<file path="config.mk">
export PLATFORM = sky130hd
export DESIGN_NAME = ic_74hc161_c
export DESIGN_NICKNAME = d
export VERILOG_FILES = /design/src/rtl/ic_74hc161_c.sv
export SDC_FILE = /design/constraint.sdc
export NUM_CORES = 1
export LEC_CHECK = 0
export ABC_AREA = 1
export CAP_MARGIN = 20
export CORE_AREA = 3 3 40 42
export CTS_CLUSTER_DIAMETER = 200
export DETAILED_ROUTE_END_ITERATION = 7
export DIE_AREA = 0 0 43 45
export PLACE_DENSITY_LB_ADDON = 0.1
export SLEW_MARGIN = 10
export SYNTH_ARGS = -nofsm -noshare
export SYNTH_HDL_FRONTEND = slang
export SYNTH_SLANG_ARGS = --single-unit
</file>
<file path="constraint.sdc">
create_clock -name clk -period 1.2 [get_ports clk]
set_input_delay 0.12 -clock clk [delete_from_list [all_inputs] [get_ports clk]]
set_output_delay 0.12 -clock clk [all_outputs]
set_load 0.1 [all_outputs]
</file>
<file path="src/rtl/ic_74hc161_c.sv">
// ic_74hc161_c: synchronous 4-bit binary counter in the style of the 74HC161.
// On each rising clk edge, the highest-priority active input wins:
// rst, then clr_n, then load_n, then count (enp & ent), otherwise hold.
// Optional feature macro: IC74HC161_RCO_EN. When it is defined, rco = ent & (out == all ones).
// When it is not defined, rco is tied to 0; the ports and the counting behaviour stay the same.
module ic_74hc161_c #(
    parameter int WIDTH = 4
) (
    input  logic             clk,
    input  logic             rst,
    input  logic             clr_n,
    input  logic [WIDTH-1:0] in,
    input  logic             load_n,
    input  logic             enp,
    input  logic             ent,
    output logic [WIDTH-1:0] out,
    output logic             rco
);

    localparam logic [WIDTH-1:0] CNT_ZERO = '0;
    localparam logic [WIDTH-1:0] CNT_ONE  = {{(WIDTH-1){1'b0}}, 1'b1};
    localparam logic [WIDTH-1:0] CNT_MAX  = '1;

    logic [WIDTH-1:0] cnt_q;
    logic [WIDTH-1:0] cnt_d;
    logic             count_en;
    logic             at_max;

    assign count_en = enp & ent;
    assign at_max   = (cnt_q == CNT_MAX);

    // Next-count selection; the if/else order encodes the per-edge priority.
    always_comb begin
        cnt_d = cnt_q;
        if (rst) begin
            cnt_d = CNT_ZERO;
        end else if (!clr_n) begin
            cnt_d = CNT_ZERO;
        end else if (!load_n) begin
            cnt_d = in;
        end else if (count_en) begin
            cnt_d = cnt_q + CNT_ONE;
        end
    end

    // Count register; every path, including reset, is synchronous.
    always_ff @(posedge clk) begin
        cnt_q <= cnt_d;
    end

    assign out = cnt_q;

`ifdef IC74HC161_RCO_EN
    // Ripple carry: purely combinational and gated only by ent.
    always_comb begin
        rco = ent & at_max;
    end
`else
    logic unused_rco_terms;

    // rco generation is compiled out, so the carry output is held low.
    always_comb begin
        rco = 1'b0;
    end

    assign unused_rco_terms = at_max;
`endif

endmodule

</file>
---- Yosys cells after proc, flatten, opt, wreduce, memory -nomap -nowiden ----
Cells that the tools add are included.
Widths: inputs -> output; s select.
cells by class
  equality and inequality tests ........... 1
  $add $sub $neg .......................... 1
  muxes and demuxes ....................... 2
  reduce and logical (&&, ||, !) cells .... 1
  bitwise gates (word level) .............. 2
operators with widths
  cell                 number
  $mux 4               2
  $add 4x1->4 const B  1
  $ne 2x1->1 const B   1
  $reduce_or 2->1      1
  $and 1x1->1          1
  $not 1->1            1
word-level totals
  bits of input ports ..................... 10
  flip-flop bits (word level) ............. 4

---- Depth between registers and ports, before layout ----
  depth in word-level cells ............... 3
  depth in mapped cells ................... 6

---- Worst setup path before layout ----
Ideal clock, no wire load.
  path type ............................... flip-flop to flip-flop
  start point ............................. register cnt_q[1] (netlist: out[1])
  end point ............................... register cnt_q[1] (netlist: out[1])
  slack ................................... -0.489 ns
  setup time .............................. 0.119 ns
  data required time ...................... 1.081 ns
  clock period less this slack ............ 1.689 ns
  path buffers ............................ 0
  arrival ................................. 1.571 ns
  stages on the path, launching flop included .. 6
  path through ............................ dfxtp_1 ha_1 nand2_1 nand2_1 o21ai_1 a21oi_2
between the ends
  cells in the longest elaborated chain, start to end .. 3
RTL lines
  item                    line  RTL
  from (decl)             24    logic [WIDTH-1:0] cnt_q;
  from (signal assigned)  48    cnt_q <= cnt_d;
  $add 4x1->4             42    cnt_d = cnt_q + CNT_ONE;
  $mux 4                  41    end else if (count_en) begin
  $mux 4                  39    end else if (!load_n) begin
No other way between the ends. The select of a mux whose other input is x is not followed.
A chain may end at the register's enable or synchronous reset.

---- Worst setup path in the final report ----
  start point ............................. register cnt_q[0] (netlist: out[0])
  end point ............................... register cnt_q[1] (netlist: out[1])
The elaborated chain is that of the path after synthesis.

==> impl_metrics.toml <==
[floorplanning]
die_width_um = 43
die-area_um2 = 1940
core_um2 = 1280
start_util_pct = 21.8
io_pins = 15
rows = 13
dieHeight_um = 45

[detailed_routing]
final_antenna_net_count = 0
drtIter0Drc = 4
vias = 284
wl_um = 608
viasPerCell = 3.79
drt_first_pass_iters = 2
drc = 0
wire_per_inst_um = 8.11

[clock_tree]
cts_tree = "built"
clock_sink_count = 4
hold_buffers = 0
post_cts_buffers = 0
insertion_delay_ns = 0.24
numCtsBuffers = 3
htree_levels = 1
clock_path_buffers = 2
cts_root_buffer = "clkbuf_4"
cts_resized = 0
cts.clk_slew.worst_paths_ns = 0.04

[sta]
timing.fmax_mhz = 987
rsz0062_at_grt = "no"
setup_tns_ns = 0
slew_violations = 0
hold_violations = 0
finalClockSkew_ns = 0.00482
setup_viol = 0
period_minus_slack_ns = 1.01
fin_crit_sh_pct = 84.4

[global_routing]
grt_first_pass_wirelength_um = 897
antenna_found_initial = 0
grt_max_degree = 9
grt_use_total_pct = 6.75
grt_pass1_vias = 209
overflow = 0

[power]
p_sw_share_pct = 32.5
powerDensity_nw_per_um2 = 933
leakagePower_nw = 0.231
seqPwrFrac_pct = 31.4
ir_drop_mv = 0.378
power_frac_clock_pct = 36.4
p_comb_share_pct = 32.2
intPower_mw = 0.314
p_sw_mw = 0.151

[synthesis]
yosys_warnings = 0
synth_compound_area_share_pct = 16.1
syn_area_per_cell_um2 = 6.37
syn_nets = 55
synth_top_family_by_area = "simple AND/OR/NAND/NOR gates"
synthXorXnorAreaFrac_pct = 0
ys_seq_area_share_pct = 28.6
synth_seq_cells = 4
syn_area_um2 = 280
synth.mux.area_fraction_pct = 0
synth_top_area_share_pct = 28.6
ys_top_cells_by_area = "dfxtp_1 (29%), nand2_1 (13%), inv_1 (9.4%)"
synthAdderAreaFrac_pct = 4.46
synth-simple-area-share_pct = 30.8
synth.distinct_cells = 17
synthCells = 44
yosys.area.top_type = "dfxtp_1"

[worst_setup_path]
crit_chain = "ha_1, nand2_1, nand2_1, o21ai_1, a21oi_2"
path_common_cell = "nand2_1"
critPathKind = "reg2reg"
cp-end-kind = "flip-flop"
cp_max_fo = 4
cp.required_ns = 1.32
critPathMaxStageDelay_ns = 0.36
cp-start-kind = "flip-flop"
worstPathArrival_ns = 1.13
crit_slowest_cell = "dfxtp_4"

[finish]
diodes = 0
layout_common_cells = "nand2_1 (10), clkdlybuf4s50_1 (9), inv_1 (7)"
area_growth_pct = 77.7
final_area_um2 = 498
drive_above_1_share_pct = 31.7
largest_reg_flops = 4
fillers = 138
layout.nets = 73
multi_input_area_um2 = 148
layout_commonest_cell = "nand2_1"
register_area_um2 = 90.1

[placed_design]
dp_hpwl_um = 519
io_buffers = 13
dpl_cell_area_um2 = 475
gp_congestion = 0.696

[run]
cap_violations = 0

[hold_path]
hold_path_class = "in2reg"

[status]
status = "complete, no violations"
kinds of logic (layout without fill, tap and decap cells):
kind of cell / count (synthesis) / after routing
AO/OA/AOI/OAI: 7 / 7
adder cells (fa/ha/maj): 1 / 1
buffers and inverters: 11 / 27
flip-flops: 4 / 4
other: 1 / 1
AND/OR/NAND/NOR: 20 / 20
routing by layer:
| metal | vias to the layer above | routed length [um] | GRT usage (%) |
|---|---|---|---|
| li1 | 166 | - | - |
| met1 | 106 | 294 | 8.70 |
| met2 | 10 | 251 | 8.08 |
| met3 | 2 | 55 | 2.39 |
| met4 | 0 | 6 | 7.23 |
| met5 | - | 0 | 0 |
power groups by stage:
| stage | registers, mW | logic (mW) | clock network [mW] |
|---|---|---|---|
| 2_1_floorplan | 0.186 | 0.0517 | 0 |
| 3_3_place_gp | 0.148 | 0.151 | 0 |
| 3_5_place_dp | 0.148 | 0.151 | 0 |
| 4_1_cts | 0.146 | 0.152 | 0.177 |
| 5_1_grt | 0.147 | 0.158 | 0.184 |
| 6_report | 0.146 | 0.150 | 0.169 |
per-stage QoR:
stage | power (mW) | util, % | hold WS [ns] | instances | worst slack (ns)
2_1_floorplan | 0.237 | - | 0.281 | 44 | 0.00867
3_3_place_gp | 0.300 | 37.0 | 0.543 | 72 | 0.0114
3_5_place_dp | 0.300 | 37.0 | 0.543 | 72 | -0.000482
4_1_cts | 0.474 | 38.8 | 0.474 | 75 | 0.183
5_1_grt | 0.489 | 38.8 | 0.516 | 75 | 0.156
6_report | 0.465 | 38.8 | 0.472 | 75 | 0.187
worst max-delay path: cells and delay by family, from the launching register on:
kind	cells	cell delay [ns]
AOI/OAI and AO/OA	2	0.14
adders and majority gates	1	0.28
DFF	1	0.36
and+or+nand+nor	2	0.11
cell type report:
cell class | instances | area share (%)
Clock buffer | 3 | 4.52
Inverter | 9 | 6.78
Multi-Input combinational cell | 29 | 29.6
Sequential cell | 4 | 18.1
Tap cell | 15 | 3.77
Timing Repair Buffer | 15 | 37.2
synthesized netlist by cell type (all sizes together):
cell type and n:
conb 1, o21ai 3, ha 1, dfxtp 4, a21oi 3, buf 2
nand3 5, nand2 11, inv 9, nor2 4, o21bai 1
worst paths after layout:
| kind | startpoint | to | slack [ns] | cells after the start |
|---|---|---|---|---|
| worst max register to register | out[0] | out[1] | 0.19 | 5 |
| worst min-delay path | in[0] | out[0] | 0.47 | 3 |
| worst min register to register | out[1] | out[1] | 0.55 | 2 |
| worst max-delay path | out[0] | out[1] | 0.19 | 5 |
(Power assumes the default switching activity.)
